File: config.mk
export PLATFORM = sky130hd
export DESIGN_NAME = matrix_fetch
export DESIGN_NICKNAME = d
export VERILOG_FILES = /design/src/rtl/matrix_pkg.sv /design/src/rtl/matrix_fetch_addr_gen.sv /design/src/rtl/matrix_fetch.sv
export SDC_FILE = /design/constraint.sdc
export NUM_CORES = 1
export LEC_CHECK = 0
export ABC_AREA = 1
export ABC_CLOCK_PERIOD_IN_PS = 3660
export BUFFER_PORTS_ARGS = -buffer_cell sky130_fd_sc_hd__buf_4
export CAP_MARGIN = 10
export CORE_UTILIZATION = 30
export DETAILED_ROUTE_END_ITERATION = 8
export SETUP_SLACK_MARGIN = 0.1
export SLEW_MARGIN = 5
export SYNTH_ARGS = -nofsm -noshare
export SYNTH_HDL_FRONTEND = slang
export SYNTH_SLANG_ARGS = --single-unit
File: constraint.sdc
create_clock -name clk -period 3.66 [get_ports clk]
set_input_delay 0.366 -clock clk [delete_from_list [all_inputs] [get_ports clk]]
set_output_delay 0.366 -clock clk [all_outputs]
set_load 0.02 [all_outputs]
File: src/rtl/matrix_pkg.sv
// Shared definitions for the matrix operand fetch stage: widths, opcode values,
// FSM state encoding and element bit-offset helper.
package matrix_pkg;

  localparam int MAT_W  = 256;
  localparam int ELEM_W = 16;
  localparam int N_ELEM = 16;

  localparam logic OP_ADD = 1'b0;
  localparam logic OP_SUB = 1'b1;

  typedef enum logic [2:0] {
    ST_IDLE  = 3'd0,
    ST_LOAD  = 3'd1,
    ST_DRAIN = 3'd2,
    ST_EXEC  = 3'd3,
    ST_DONE  = 3'd4
  } state_e;

  // Element k (row*4 + col) occupies bits k*ELEM_W +: ELEM_W of a packed matrix.
  function automatic logic [7:0] elem_off(input logic [3:0] k);
    return 8'(k) * 8'(ELEM_W);
  endfunction

endpackage

File: src/rtl/matrix_fetch_addr_gen.sv
// Read-issue sequencer: 32 consecutive reads, elements of matrix 1 then
// matrix 2, each from its own base with mod 2^AW address wrap.
module fetch_addr_gen #(
  parameter int AW = 8
) (
  input  logic          clk,
  input  logic          reset,
  input  logic          start_i,
  input  logic [AW-1:0] src1_addr,
  input  logic [AW-1:0] src2_addr,
  output logic          mem_rd,
  output logic [AW-1:0] mem_addr,
  output logic [4:0]    issue_idx,
  output logic          last_issue
);

  logic [4:0]    cnt_q, cnt_d;
  logic          rd_q, rd_d;
  logic [AW-1:0] addr_q, addr_d;
  logic [AW-1:0] base1_q, base1_d;
  logic [AW-1:0] base2_q, base2_d;

  always_comb begin
    cnt_d   = cnt_q;
    rd_d    = rd_q;
    addr_d  = addr_q;
    base1_d = base1_q;
    base2_d = base2_q;
    if (start_i) begin
      base1_d = src1_addr;
      base2_d = src2_addr;
      cnt_d   = 5'd0;
      rd_d    = 1'b1;
      addr_d  = src1_addr;
    end else if (rd_q) begin
      if (cnt_q == 5'd31) begin
        rd_d  = 1'b0;
        cnt_d = 5'd0;
      end else begin
        cnt_d  = cnt_q + 5'd1;
        // Bit 4 of the index picks the matrix; the sum wraps naturally at AW bits.
        addr_d = (cnt_d[4] ? base2_q : base1_q) + AW'(cnt_d[3:0]);
      end
    end
  end

  always_ff @(posedge clk) begin
    if (!reset) begin
      cnt_q   <= 5'd0;
      rd_q    <= 1'b0;
      addr_q  <= '0;
      base1_q <= '0;
      base2_q <= '0;
    end else begin
      cnt_q   <= cnt_d;
      rd_q    <= rd_d;
      addr_q  <= addr_d;
      base1_q <= base1_d;
      base2_q <= base2_d;
    end
  end

  assign mem_rd     = rd_q;
  assign mem_addr   = addr_q;
  assign issue_idx  = cnt_q;
  assign last_issue = rd_q && (cnt_q == 5'd31);

endmodule

File: src/rtl/matrix_fetch.sv
// Operand fetch stage: loads two packed 4x4 matrices from operand memory and
// drives them with enable into the add/sub unit for EXEC_CYCLES cycles.
module matrix_fetch
  import matrix_pkg::*;
#(
  parameter int EXEC_CYCLES = 2,
  parameter int AW          = 8
) (
  input  logic             clk,
  input  logic             reset,
  input  logic             start,
  input  logic             op,
  input  logic [AW-1:0]    src1_addr,
  input  logic [AW-1:0]    src2_addr,
  output logic             mem_rd,
  output logic [AW-1:0]    mem_addr,
  input  logic [15:0]      mem_data,
  output logic [MAT_W-1:0] m1,
  output logic [MAT_W-1:0] m2,
  output logic             select_op,
  output logic             enable,
  output logic             busy,
  output logic             done,
  output logic [2:0]       dbg_state
);

  // start/done handshake: start is taken only in IDLE (busy low) and is
  // otherwise dropped, never queued; done is a single-cycle pulse after which
  // busy falls and the next start can be accepted.

  state_e     state_q, state_d;
  logic       sel_q, sel_d;
  logic       en_q, en_d;
  logic       busy_q, busy_d;
  logic       done_q, done_d;
  logic [3:0] exec_cnt_q, exec_cnt_d;

  logic             cap_en_q, cap_en_d;
  logic [4:0]       cap_idx_q, cap_idx_d;
  logic [MAT_W-1:0] m1_q, m1_d;
  logic [MAT_W-1:0] m2_q, m2_d;

  logic       accept;
  logic [4:0] issue_idx;
  logic       last_issue;

  assign accept = (state_q == ST_IDLE) && start;

  fetch_addr_gen #(.AW(AW)) u_addr_gen (
    .clk        (clk),
    .reset      (reset),
    .start_i    (accept),
    .src1_addr  (src1_addr),
    .src2_addr  (src2_addr),
    .mem_rd     (mem_rd),
    .mem_addr   (mem_addr),
    .issue_idx  (issue_idx),
    .last_issue (last_issue)
  );

  // Capture trails issue by one cycle because read data arrives a cycle late.
  always_comb begin
    cap_en_d  = mem_rd;
    cap_idx_d = issue_idx;
    m1_d      = m1_q;
    m2_d      = m2_q;
    if (cap_en_q) begin
      if (cap_idx_q < 5'(N_ELEM)) m1_d[elem_off(cap_idx_q[3:0]) +: ELEM_W] = mem_data;
      else                        m2_d[elem_off(cap_idx_q[3:0]) +: ELEM_W] = mem_data;
    end
  end

  // DRAIN doubles as the first enable cycle so start-to-done is 33+EXEC_CYCLES;
  // the last m2 element lands at the end of that cycle, before the unit's final sample.
  always_comb begin
    state_d    = state_q;
    sel_d      = sel_q;
    en_d       = 1'b0;
    busy_d     = busy_q;
    done_d     = 1'b0;
    exec_cnt_d = exec_cnt_q;
    case (state_q)
      ST_IDLE: begin
        busy_d = 1'b0;
        if (start) begin
          state_d = ST_LOAD;
          busy_d  = 1'b1;
          sel_d   = (op == OP_SUB) ? OP_SUB : OP_ADD;
        end
      end
      ST_LOAD: begin
        if (last_issue) begin
          state_d    = ST_DRAIN;
          en_d       = 1'b1;
          exec_cnt_d = 4'd1;
        end
      end
      ST_DRAIN, ST_EXEC: begin
        if (exec_cnt_q == 4'(EXEC_CYCLES)) begin
          state_d    = ST_DONE;
          done_d     = 1'b1;
          exec_cnt_d = 4'd0;
        end else begin
          state_d    = ST_EXEC;
          en_d       = 1'b1;
          exec_cnt_d = exec_cnt_q + 4'd1;
        end
      end
      ST_DONE: begin
        state_d = ST_IDLE;
        busy_d  = 1'b0;
      end
      default: begin
        state_d = ST_IDLE;
        busy_d  = 1'b0;
      end
    endcase
  end

  always_ff @(posedge clk) begin
    if (!reset) begin
      state_q    <= ST_IDLE;
      sel_q      <= 1'b0;
      en_q       <= 1'b0;
      busy_q     <= 1'b0;
      done_q     <= 1'b0;
      exec_cnt_q <= 4'd0;
      cap_en_q   <= 1'b0;
      cap_idx_q  <= 5'd0;
      m1_q       <= '0;
      m2_q       <= '0;
    end else begin
      state_q    <= state_d;
      sel_q      <= sel_d;
      en_q       <= en_d;
      busy_q     <= busy_d;
      done_q     <= done_d;
      exec_cnt_q <= exec_cnt_d;
      cap_en_q   <= cap_en_d;
      cap_idx_q  <= cap_idx_d;
      m1_q       <= m1_d;
      m2_q       <= m2_d;
    end
  end

  assign m1        = m1_q;
  assign m2        = m2_q;
  assign select_op = sel_q;
  assign enable    = en_q;
  assign busy      = busy_q;
  assign done      = done_q;
  assign dbg_state = state_q;

endmodule
==> summary.md <==
| Metric | Value |
|---|---|
| Final setup viols | 0 |
| Mux share of post-synthesis cell area | 0 |
| Post-Syn Area | 21900 um2 |
| Switch share | 0.240 |
| Synth Area in Compound Gates | 0.126 |
| Final hold violation count | 0 |
| R2r setup slk | 870 ps |
| Clk_lat worst skew | 600 ps |
| GRT overflow | 0 |
| Detailed router's first-iteration violation count | about 1600 |
| DR DRC count | 0 |
| Yosys top cell area share | 0.510 |
| H-tree levels | 3 |
| Initial antenna violation count | 2 |
| HP Class | primary input to register |
| Commonest cells after routing, fill and taps aside | nor2_1, buf_4, dfxtp_1 |
| Vias in the first global route | ~19000 |
| CTS clk-pin slew, worst paths | 60 ps |
| Slew margin rel. | 0.285 |
| Worst Max-Slew Pin Slew | 1070 ps |
| IO Pins | roughly 560 |
| FF+latch count, synth | about 560 |
| Sequential area share after synthesis | 0.510 |
| Antenna cell count | 0 |
| Final-report max-slew violation count | 0 |
| Min Tclk post-route | 2790 ps |
| Port buffer count | 563 |
| Die area | 74200 um2 |
| Xor/xnor share of the synthesized area | 0.000799 |
| Syn_nets | 3044 |
| Initial Util | 0.305 |
| Crit Path Class | register to register |
| Post-synth top area cell | dfxtp_1 |
| Critical path required time | 4140 ps |
| Yosys warns | 0 |
| Final ANT Viol Nets | 0 |
| Status | finished clean |
| Hold Worst Slack | ~47 ps |
| Post-CTS Repair Setup Buffers | 0 |
| Tcrit/Tclk final | 0.762 |
| WP buf/inv | 4 |
| Leakage | 13.8 nW |
| Layout Nets | 3496 |
| Tot GR Track Use | 0.225 |
| Largest delay share family, worst path | simple AND/OR/NAND/NOR gates |
| Register share of total power | 0.462 |
| DP Worst Slack | 923 ps |
| Setup ws final | roughly 870 ps |
| Most common cell after layout, fill and taps aside | nor2_1 |
| Global-route wire length before repair | 127000 um |
| Top cells by area, synth | dfxtp_1, nor2_1, o21ai_0 |
| Num CTS Buffers | 66 |
| Core footprint | 71900 um2 |
| Clk sink count | 559 |
| 1st-pass router iterations | 5 |
| Arrival @ worst endpoint | 3260 ps |
| WL per Instance | around 20 um |
| Synth Area in Simple Gates | 0.265 |
| Worst Setup Start Kind | register |
| Max-cap violations | 0 |
| Reg2reg start | cap_idx_q[1] |
| DRT Wirelength | 86400 um |
| Clock power frac | 0.492 |
| Hpwl dp | between 50000 and 60000 um |
| Clock buffer depth | 3 |
| Cells after Synth | ~3000 |
| Post-synthesis cell type count | 37 |
| Vias per cell | 4.71 |
| Cell Pwr Density | about 460 nW/um2 |
| # rows | 98 |
| RSZ-0062 raised after global routing | false |
| CTS tree | done |
| FMAX | 359 MHz |
| Synth-to-layout area growth | 31.6% |
| Slowest-stage cell, CP | nor2_2 |
| CP peak stage delay | around 640 ps |
| Pin count of the biggest net entering global routing | 149 |
| GP Congestion | slightly above 0.8 |
| Post-synthesis average cell area | between 7 and 8 um2 |
| CP Max Fanout | 32 |
| Die W | roughly 270 um |
| IR drop worst, VDD | 0.274 mV |
| Crit path cell chain | inv_1 -> ha_1 -> inv_1 -> nand2_1 -> nand2_2 -> buf_4 -> nor2_2 -> nand3_1 -> buf_4 -> o21ai_0 -> a21oi_1 |
| TNS Setup | 0 ps |
| Largest family of logic cells by synthesized area | simple AND/OR/NAND/NOR gates |
| Psw | 0.00319 W |
| Pint | 0.0101 W |
| Crit path capture type | register |
| Clk_skew | 21.1 ps |
| Adder-cell share of the synthesized area | 0.00719 |
| Worst Setup SP | cap_idx_q[1] |
| Total number of vias | 20900 |
| Root buffer cell | clkbuf_16 |
| Combinational share of power | 0.046 |
| Fillers | 7545 |
| Vert. Die Dim | approximately 270 um |
| Layout cell share with drive strength beyond 1 | 0.221 |
| HP Start | src2_addr[3] |
## Yosys cell counts
cell,count
nor2_1,777
dfxtp_1,559
nand2_1,377
o21ai_0,302
inv_1,245
a21oi_1,198
clkbuf_1,99
nand3_1,94
buf_2,73
nand4_1,66
buf_1,29
o21ai_1,27
inv_2,25
nor2_2,18
nor3_1,18
nand2_2,15
ha_1,11
nor2_4,11
buf_4,10
o22ai_1,7
nor3_4,5
a31oi_1,4
buf_6,4
o21bai_1,4
nand2_4,2
nor3_2,2
nor3b_1,2
o21a_1,2
xor2_1,2
a211oi_1,1
a22oi_1,1
clkinv_1,1
fa_1,1
inv_6,1
nand4_4,1
or2_1,1
or2_2,1
## routing by layer
| metal | wire length [um] | global-route usage | part of all wire | vias up |
|---|---|---|---|---|
| li1 | - | - | - | 10400 |
| met1 | 36800 | 0.284 | 0.43 | 9688 |
| met2 | 40000 | 0.367 | 0.46 | 719 |
| met3 | 7110 | 0.0675 | 0.082 | 140 |
| met4 | 2460 | 0.0679 | 0.029 | 0 |
| met5 | 0 | 0 | 0 | - |
## timing repair
item | 4_1_cts | 5_1_grt
hold buffers | 4 | 0
hold endpoints to repair | 4 | 0
endpoints found under the setup margin | 0 | 0
resized for setup | 0 | 0
## tightest hold or removal path, cell delays in order
cell     delay (ps)
buf_4           110
nand2_1          60
a21oi_1          60
## cell families (layout without fill, tap and decap cells)
logic type | after synthesis | after routing
and+or+nand+nor | 1390 | 1390
adders and majority gates | 12 | 12
DFF | 559 | 559
buffers and inverters | 487 | 983
xor gates and xnor gates | 2 | 2
AOI/OAI and AO/OA | 546 | 546
## final timing paths
| kind | to | cells after the start |
|---|---|---|
| setup / recovery | m1[187] | 11 |
| hold / removal | u_addr_gen.base2_q[3] | 3 |
| setup reg to reg | m1[187] | 11 |
| hold reg to reg | m2[154] | 2 |
## state kept, by name (all words and copies together), names as in the netlist
| register | flops |
|---|---|
| u_addr_gen.issue_idx | 5 |
| u_addr_gen.base2_q | 8 |
| u_addr_gen.base1_q | 8 |
| enable | 1 |
| m2 | 256 |
| m1 | 256 |
| cap_en_q | 1 |
| done | 1 |
| cap_idx_q | 5 |
| u_addr_gen.mem_addr | 8 |
| u_addr_gen.mem_rd | 1 |
| select_op | 1 |
| dbg_state | 3 |
| busy | 1 |
| exec_cnt_q | 4 |
## cell type report
cell class,instances,area (um2),area share
flip-flops and latches,559,11200,0.388
multi-input cells,1950,8750,0.303
repair buffers,599,4590,0.159
clock buffers,93,1860,0.0646
well taps,950,1190,0.0412
inverters,272,1030,0.0356
clock inverters,19,246,0.00854
## power by group through the flow
stage,clock network (W),registers [W],logic (W)
final,0.00655,0.00615,0.000614
after global routing,0.00695,0.00615,0.000660
after CTS,0.00670,0.00615,0.000617
after detailed placement,0,0.00628,0.000612
after global placement,0,0.00628,0.000611
after floorplan,0,0.00631,0.000322
## metrics by stage
step	total power (W)	instance area, um2	util	cells
after global routing	0.0138	28900	0.402	4442
after CTS	0.0135	28900	0.402	4442
after detailed placement	0.00690	26700	0.372	4326
after floorplan	0.00663	21900	-	2996
final	0.0133	28900	0.402	4442
after global placement	0.00689	26700	0.372	4326
Note: power is estimated with default switching activity, not from simulation.
